**config.mk**
```make
export PLATFORM = sky130hd
export DESIGN_NAME = hack_rom_loader
export DESIGN_NICKNAME = d
export VERILOG_FILES = /design/src/rtl/hack_rom_loader.sv
export SDC_FILE = /design/constraint.sdc
export NUM_CORES = 1
export LEC_CHECK = 0
export ABC_AREA = 0
export CAP_MARGIN = 20
export CORE_MARGIN = 1.5
export CORE_UTILIZATION = 40
export DETAILED_ROUTE_END_ITERATION = 10
export GPL_TIMING_DRIVEN = 1
export HOLD_SLACK_MARGIN = 0.12
export PLACE_DENSITY = 0.66
export SYNTH_ARGS = -nofsm -noshare
export SYNTH_HDL_FRONTEND = slang
export SYNTH_SLANG_ARGS = --single-unit
```
**constraint.sdc**
```tcl
create_clock -name clk_in -period 5.6 [get_ports clk_in]
set_input_delay 1.68 -clock clk_in [delete_from_list [all_inputs] [get_ports clk_in]]
set_output_delay 1.68 -clock clk_in [all_outputs]
set_load 0.02 [all_outputs]
```
**src/rtl/hack_rom_loader.sv**
```systemverilog
// hack_rom_loader: fills the Hack instruction ROM from a big-endian byte
// stream (16-bit word count, then the words) and gates the CPU reset.
module hack_rom_loader #(
    parameter int ADDR_WIDTH = 15
) (
    input  logic                  clk_in,
    input  logic                  rst_in,
    input  logic                  start_in,
    input  logic [7:0]            byte_in,
    input  logic                  byte_valid_in,
    output logic                  byte_ready_out,
    output logic                  rom_we_out,
    output logic [ADDR_WIDTH-1:0] rom_addr_out,
    output logic [15:0]           rom_data_out,
    output logic                  cpu_reset_out,
    output logic                  busy_out,
    output logic                  done_out,
    output logic                  error_out
);

    typedef enum logic [2:0] {
        IDLE, LEN_HI, LEN_LO, DATA_HI, DATA_LO, WRITE, DONE, ERROR
    } state_t;

    localparam logic [16:0] CAP = 17'(1) << ADDR_WIDTH;

    state_t                state_q, state_d;
    logic [15:0]           cnt_q, cnt_d;
    logic [7:0]            hi_q, hi_d;
    logic [ADDR_WIDTH-1:0] addr_q, addr_d;
    logic [ADDR_WIDTH-1:0] waddr_q, waddr_d;
    logic [15:0]           wdata_q, wdata_d;
    logic                  xfer;
    logic                  last;

    assign xfer = byte_valid_in & byte_ready_out;
    assign last = (17'(addr_q) + 17'd1) == {1'b0, cnt_q};

    always_ff @(posedge clk_in) begin
        if (rst_in) begin
            state_q <= IDLE;
            cnt_q   <= '0;
            hi_q    <= '0;
            addr_q  <= '0;
            waddr_q <= '0;
            wdata_q <= '0;
        end else begin
            state_q <= state_d;
            cnt_q   <= cnt_d;
            hi_q    <= hi_d;
            addr_q  <= addr_d;
            waddr_q <= waddr_d;
            wdata_q <= wdata_d;
        end
    end

    always_comb begin
        state_d = state_q;
        cnt_d   = cnt_q;
        hi_d    = hi_q;
        addr_d  = addr_q;
        waddr_d = waddr_q;
        wdata_d = wdata_q;
        unique case (state_q)
            IDLE, DONE, ERROR: begin
                if (start_in) begin
                    state_d = LEN_HI;
                    addr_d  = '0;
                end
            end
            LEN_HI: begin
                if (xfer) begin
                    cnt_d[15:8] = byte_in;
                    state_d     = LEN_LO;
                end
            end
            LEN_LO: begin
                if (xfer) begin
                    cnt_d = {cnt_q[15:8], byte_in};
                    if (cnt_d == 16'd0 || {1'b0, cnt_d} > CAP)
                        state_d = ERROR;
                    else
                        state_d = DATA_HI;
                end
            end
            DATA_HI: begin
                if (xfer) begin
                    hi_d    = byte_in;
                    state_d = DATA_LO;
                end
            end
            DATA_LO: begin
                // ROM-facing address/data only change on entry to WRITE
                if (xfer) begin
                    wdata_d = {hi_q, byte_in};
                    waddr_d = addr_q;
                    state_d = WRITE;
                end
            end
            WRITE: begin
                if (last) begin
                    state_d = DONE;
                end else begin
                    addr_d  = addr_q + 1'b1;
                    state_d = DATA_HI;
                end
            end
            default: state_d = IDLE;
        endcase
    end

    assign byte_ready_out = (state_q == LEN_HI) || (state_q == LEN_LO) ||
                            (state_q == DATA_HI) || (state_q == DATA_LO);
    assign busy_out       = byte_ready_out || (state_q == WRITE);
    assign rom_we_out     = (state_q == WRITE);
    assign rom_addr_out   = waddr_q;
    assign rom_data_out   = wdata_q;
    assign cpu_reset_out  = (state_q != DONE);
    assign done_out       = (state_q == DONE);
    assign error_out      = (state_q == ERROR);

endmodule

```
==> results.rst, run 1 <==
.. list-table::
   :header-rows: 1

   * - Metric
     - Value
   * - Warnings from Yosys
     - 0
   * - Standard cell with the maximum stage delay on the critical path
     - sky130_fd_sc_hd__clkdlybuf4s50_1
   * - Most common cell in the netlist
     - sky130_fd_sc_hd__nand2_1
   * - Cell class contributing the biggest share of worst-path delay
     - buffers and inverters
   * - Number of antenna violations at the first check in global routing
     - 0
   * - Maximum net fanout on the critical path
     - 15
   * - Wirelength, routed
     - 8840 µm
   * - Pin count of the biggest net entering global routing
     - 49
   * - Synth Instances
     - 463
   * - Remaining max-slew budget at the tightest pin
     - 0.519
   * - Post-layout net count
     - 507
   * - Signal arrival time at the worst endpoint
     - 2730 ps
   * - Max-cap violations
     - 0
   * - Most instantiated cells after synthesis
     - 108 x sky130_fd_sc_hd__nand2_1, 73 x sky130_fd_sc_hd__dfxtp_1, 55 x sky130_fd_sc_hd__a21oi_1
   * - CTS H-tree lvls
     - 3
   * - Fill count
     - 842
   * - Critical hold path startpoint
     - rom_addr_out[10]
   * - Classification of the worst setup path
     - flop to primary output
   * - Total placed cells including tap cells
     - 587
   * - Buffers from clock root to sink, at most
     - 2
   * - Horizontal extent of the die
     - 97.7 µm
   * - Maximum vdd drop
     - 0.153 mV
   * - Outcome
     - complete, no violations
   * - Initial core utilization
     - 0.411
   * - Count of pins on the block boundary
     - 49
   * - DRC
     - 0
   * - Combined area of the multi-input logic cells
     - 0.00194 mm²
   * - Required time reported for the critical path endpoint
     - 3920 ps
   * - CP Capture Type
     - primary output
   * - Area share of the largest cell type after synthesis
     - 0.408
   * - Largest clock skew in the final design
     - 9.55 ps
   * - Clock-pin slew on the worst setup and hold paths
     - 80 ps
   * - Total setup violations reported at the end of the flow
     - 0
   * - Final estimated routing congestion in global placement
     - 0.902
   * - Launch point of the worst reg-to-reg path
     - addr_q[0]
   * - Share of flip-flops with an asynchronous set or reset after synthesis
     - 0
   * - Crit path top cell by count
     - sky130_fd_sc_hd__inv_1
   * - Total GRT Usage
     - 0.193
   * - Maximum clock rate
     - 227 MHz
   * - Pwr dens
     - 280 mW/mm²
   * - Post-CTS setup buffer count
     - 0
   * - Post-synthesis register bit count
     - 73
   * - Total nets after synthesis
     - 477
   * - CTS root buf
     - sky130_fd_sc_hd__clkbuf_8
   * - Clock latency at the later pin of the worst-skew pair
     - 350 ps
   * - Critical-path cell list
     - inv_1 > nor2_1 > nand2_1 > inv_1 > or2_2 > clkdlybuf4s50_1
   * - Number of nets with antenna violations after routing
     - 0
   * - Sum of buffers and inverters on the critical path
     - 3
   * - Yosys cell types
     - 50
   * - Wire length of the first global-routing pass
     - 15100 µm
   * - Routed via count
     - 3322
   * - Clock sink count
     - 73
   * - Most used DFF post-synth
     - sky130_fd_sc_hd__dfxtp_1
   * - Transition time at the pin with the least slew margin
     - 718 ps
   * - Most area-hungry cell type in the Yosys netlist
     - sky130_fd_sc_hd__dfxtp_1
   * - Post-route clock period utilization
     - 0.787
   * - Total CTS buffers
     - 9
   * - Min-delay worst type
     - flop to flop
   * - Summed negative setup slack over all endpoints
     - 0 ps
   * - Area grow syn2layout
     - 21.3%
   * - Min cycle time layout
     - 4410 ps
   * - Dominant cells by area after synthesis
     - sky130_fd_sc_hd__dfxtp_1 41%, sky130_fd_sc_hd__nand2_1 11%, sky130_fd_sc_hd__a21oi_1 7.7%
   * - Startpoint Class
     - flop
   * - Count of hold buffers inserted by post-cts repair
     - 0
   * - Fraction of final layout cells with drive strength greater than 1
     - 0.0522
   * - Post-DR wirelength/cell
     - 14.6 µm
   * - Clock tree from TritonCTS
     - built
   * - Sequential element share of the synthesized area
     - 0.408
   * - Post-cts resize count
     - 0
   * - Max-slew violation count
     - 0
   * - Static Leakage
     - 0.00143 µW
   * - Number of input and output port buffers inserted
     - 48
   * - Overflow left after global routing
     - 0
   * - Overall power consumption
     - 1220 µW
   * - Overall die area
     - 0.00954 mm²
   * - Number of enable flip-flop cells after synthesis
     - 0
   * - Core Region
     - 0.00872 mm²
   * - Unrepaired setup endpoints after global routing
     - false
   * - Total standard cell area after synthesis
     - 0.00358 mm²
   * - Final cell count without fillers
     - 606
   * - Number of standard-cell rows in the floorplan
     - 34
   * - Final Hold Fails
     - 0
   * - Initial drt markers
     - 141
   * - Synthesized area per cell
     - 7.74 µm²
   * - Number of global-route vias before repair
     - 3250
   * - DP HPWL
     - 6080 µm
   * - Routed via count divided by cell count
     - 5.48
   * - Die height
     - 97.7 µm
   * - Antenna cells
     - 0
   * - Sequential cell area
     - 0.00146 mm²
   * - CP peak stage delay
     - 590 ps
   * - DRT Pass-1 Iters
     - 5
   * - Crit path from
     - state_q[2]
-- power by group --
part / switching, µW / leakage (µW) / total, µW / internal [µW]
combinational: 111 / 0.000724 / 192 / 81.2
sequential: 24.0 / 0.000589 / 558 / 534
clock: 204 / 0.000113 / 469 / 264
-- per-layer routing --
layer / GRT usage / up-vias / routed length [µm]
li1: - / 1664 / -
met1: 0.242 / 1533 / 3980
met2: 0.312 / 116 / 4170
met3: 0.0482 / 9 / 588
met4: 0.0857 / 0 / 99
met5: 0 / - / 0
-- cell families after synthesis --
kind of cell / share of synthesized area
AND/OR/NAND/NOR: 0.292
AO/OA/AOI/OAI: 0.161
flip-flops: 0.408
buffers and inverters: 0.0496
XOR/XNOR: 0.0464
multiplexers: 0.0363
adder cells (fa/ha/maj): 0.00698
-- worst paths after layout --
check / end / slack, ps / depth (start not counted)
setup reg to reg: addr_q[1] / 2630 / 10
hold / removal: rom_addr_out[10] / 450 / 2
hold reg to reg: rom_addr_out[10] / 450 / 2
setup / recovery: busy_out / 1190 / 6
-- flip-flops by register name, indices dropped and copies added (netlist names) --
signal and flops:
state_q 3, rom_addr_out 15, cnt_q 16, addr_q 15, rom_data_out 16, hi_q 8
-- stage by stage --
| stage | hold slack [ps] | utilization | instance area (µm²) | setup slack [ps] |
|---|---|---|---|---|
| floorplan | 432 | - | 3580 | 1990 |
| global placement | 441 | 0.465 | 4060 | 1700 |
| detailed placement | 448 | 0.465 | 4060 | 1620 |
| CTS | 458 | 0.491 | 4290 | 1220 |
| global route | 476 | 0.499 | 4350 | 975 |
| finish | 455 | 0.499 | 4350 | 1190 |
-- layout by cell type, fill, tap and decap left out, drive strengths merged, types with 3 or more instances in the layout --
master	count
nand2	108
dfxtp	73
a21oi	55
clkdlybuf4s50	47
nor2	23
nand3	14
xnor2	14
nand2b	13
mux2i	13
o21ai	12
nor4	10
clkbuf	10
inv	10
nor3	8
and3	7
or3	6
o211ai	6
nand4	6
and4	5
xor2	5
a31oi	5
buf	5
o32ai	4
a21o	4
nor2b	3
a32oi	3
and2	3
-- worst reg2reg max path, stage by stage, from the launching register on --
cell,delay [ps]
sky130_fd_sc_hd__dfxtp_1,440
sky130_fd_sc_hd__ha_1,280
sky130_fd_sc_hd__and3_1,320
sky130_fd_sc_hd__nand4_1,250
sky130_fd_sc_hd__nor4b_1,400
sky130_fd_sc_hd__a311o_1,200
sky130_fd_sc_hd__o21ai_1,100
sky130_fd_sc_hd__nor2_2,260
sky130_fd_sc_hd__a21oi_1,190
sky130_fd_sc_hd__buf_4,230
sky130_fd_sc_hd__o32ai_1,210
-- final cells by class --
| class | instances | share of cell area |
|---|---|---|
| Clock buffer | 10 | 0.0317 |
| Clock inverter | 6 | 0.0207 |
| Inverter | 9 | 0.00777 |
| Multi-Input combinational cell | 348 | 0.447 |
| Sequential cell | 73 | 0.336 |
| Tap cell | 108 | 0.0311 |
| Timing Repair Buffer | 52 | 0.125 |
Note: power is estimated with default switching activity, not from simulation.
==> run 2, diff against run 1 <==
clock period = 4.4 ns   (was 5.6 ns; I/O delays follow)
==> results.rst, run 2 (synthesized netlist as in run 1, its figures left out) <==
.. list-table::
   :header-rows: 1

   * - Metric
     - Value
   * - Post-route clock period utilization
     - 0.941
   * - DRC
     - 0
   * - Reg power frac
     - 0.469
   * - Switching power summed over all nets
     - 462 µW
   * - Number of global-route vias before repair
     - 3166
   * - Crit path from
     - state_q[2]
   * - Signal arrival time at the worst endpoint
     - 2820 ps
   * - Buffers from clock root to sink, at most
     - 2
   * - CTS H-tree lvls
     - 3
   * - Clock-pin slew on the worst setup and hold paths
     - 80 ps
   * - Number of input and output port buffers inserted
     - 48
   * - Overflow left after global routing
     - 0
   * - Sequential cell area
     - 0.00146 mm²
   * - Final estimated routing congestion in global placement
     - 0.931
   * - Clock power frac
     - 0.369
   * - Initial core utilization
     - 0.411
   * - Combined area of the multi-input logic cells
     - 0.00194 mm²
   * - Overall die area
     - 0.00954 mm²
   * - Post-cts resize count
     - 0
   * - Unrepaired setup endpoints after global routing
     - false
   * - Required time reported for the critical path endpoint
     - 3080 ps
   * - Count of hold buffers inserted by post-cts repair
     - 0
   * - Total CTS buffers
     - 9
   * - Critical hold path startpoint
     - rom_addr_out[10]
   * - Final Hold Fails
     - 0
   * - Startpoint Class
     - flop
   * - Maximum clock rate
     - 242 MHz
   * - Min-delay worst type
     - flop to flop
   * - Count of pins on the block boundary
     - 49
   * - Internal power component
     - 1050 µW
   * - Pwr dens
     - 354 mW/mm²
   * - Met1 layer wirelength in the final routing
     - 4090 µm
   * - Antenna cells
     - 0
   * - Highest-count cells in the layout ignoring fill and taps
     - 108 x sky130_fd_sc_hd__nand2_1, 73 x sky130_fd_sc_hd__dfxtp_1, 55 x sky130_fd_sc_hd__a21oi_1
   * - CTS root buf
     - sky130_fd_sc_hd__clkbuf_8
   * - Maximum vdd drop
     - 0.200 mV
   * - Remaining max-slew budget at the tightest pin
     - 0.488
   * - Uppermost signal routing layer after detailed routing
     - met4
   * - Fraction of final layout cells with drive strength greater than 1
     - 0.0522
   * - Outcome
     - complete, no violations
   * - Total GRT Usage
     - 0.199
   * - Routed via count
     - 3339
   * - Core Region
     - 0.00872 mm²
   * - Number of antenna violations at the first check in global routing
     - 0
   * - Metal2 WL
     - 4200 µm
   * - Clock tree from TritonCTS
     - built
   * - Min cycle time layout
     - 4140 ps
   * - Post-layout net count
     - 507
   * - Summed negative setup slack over all endpoints
     - 0 ps
   * - Share of total power in combinational logic
     - 0.162
   * - Pin count of the biggest net entering global routing
     - 43
   * - Max-cap violations
     - 0
   * - Area grow syn2layout
     - 19.6%
   * - Horizontal extent of the die
     - 97.7 µm
   * - Wirelength, routed
     - 9130 µm
   * - Max-slew violation count
     - 0
   * - Largest clock skew in the final design
     - 8.29 ps
   * - Transition time at the pin with the least slew margin
     - 763 ps
   * - Switching share of power
     - 0.305
   * - Number of nets with antenna violations after routing
     - 0
   * - Clock sink count
     - 73
   * - Wire length of the first global-routing pass
     - 15100 µm
   * - Launch point of the worst reg-to-reg path
     - addr_q[0]
   * - Die height
     - 97.7 µm
   * - Overall power consumption
     - 1520 µW
   * - Classification of the worst setup path
     - flop to primary output
   * - Wire length on met3
     - 499 µm
   * - Total setup violations reported at the end of the flow
     - 0
   * - Clock latency at the later pin of the worst-skew pair
     - 370 ps
   * - Routed via count divided by cell count
     - 5.51
   * - Post-DR wirelength/cell
     - 15.1 µm
   * - CP Capture Type
     - primary output
   * - DRT Pass-1 Iters
     - 5
   * - DP HPWL
     - 6390 µm
   * - Number of standard-cell rows in the floorplan
     - 34
   * - Commonest non-fill, non-tap cell in the layout
     - sky130_fd_sc_hd__nand2_1
   * - Initial drt markers
     - 152
   * - Static Leakage
     - 0.00140 µW
   * - Post-CTS setup buffer count
     - 0
   * - End-of-flow core utilization
     - 0.491
   * - Maximum net fanout on the critical path
     - 15
   * - Fill count
     - 879
==> run 2: changes by cell type in the layout (fill, tap and decap cells not counted) <==
cell,delta
sky130_fd_sc_hd__inv_6,+3
sky130_fd_sc_hd__buf_16,-2
sky130_fd_sc_hd__buf_4,+2
sky130_fd_sc_hd__bufinv_16,-1
sky130_fd_sc_hd__clkbuf_8,-1
sky130_fd_sc_hd__clkinv_2,-1
==> run 2: final timing paths <==
| check | to | slack (ps) | cells after the start |
|---|---|---|---|
| worst max register to register | addr_q[12] | 1440 | 9 |
| worst min register to register | rom_addr_out[10] | 460 | 2 |
| worst min-delay path | rom_addr_out[10] | 460 | 2 |
| worst max-delay path | busy_out | 260 | 6 |
==> run 2: through the flow <==
step                hold slack [ps]  instances  worst slack (ps)  instance area [µm²]
global placement                440        589               854                 4070
global route                    484        606               111                 4290
floorplan                       432        463              1150                 3580
detailed placement              449        589               749                 4070
CTS                             461        605               334                 4280
finish                          457        606               260                 4290
==> run 2: area by class of cell <==
| type | count | area share |
|---|---|---|
| multi-input combinational | 348 | 0.454 |
| sequential | 73 | 0.341 |
| timing repair buffer | 52 | 0.118 |
| tap | 108 | 0.0315 |
| clock buffer | 9 | 0.0289 |
| clock inverter | 7 | 0.0190 |
| inverter | 9 | 0.00788 |
==> run 2: critical path, cell delays in order (launching register included) <==
cell and delay, ps:
sky130_fd_sc_hd__dfxtp_1 550, sky130_fd_sc_hd__inv_1 190, sky130_fd_sc_hd__nor2_1 250, sky130_fd_sc_hd__nand2_1 280
sky130_fd_sc_hd__inv_1 410, sky130_fd_sc_hd__or2_2 180, sky130_fd_sc_hd__clkdlybuf4s50_1 590
==> run 2: power by group through the flow <==
stage | clock network (µW) | logic (µW) | registers (µW)
final | 559 | 246 | 710
after global routing | 594 | 270 | 715
after CTS | 571 | 242 | 710
after detailed placement | 0 | 241 | 726
after global placement | 0 | 237 | 725
after floorplan | 0 | 181 | 711
==> run 2: per-layer routing <==
| layer | track usage | vias up |
|---|---|---|
| li1 | - | 1667 |
| met1 | 0.244 | 1555 |
| met2 | 0.318 | 94 |
| met3 | 0.0468 | 23 |
| met4 | 0.115 | 0 |
| met5 | 0 | - |
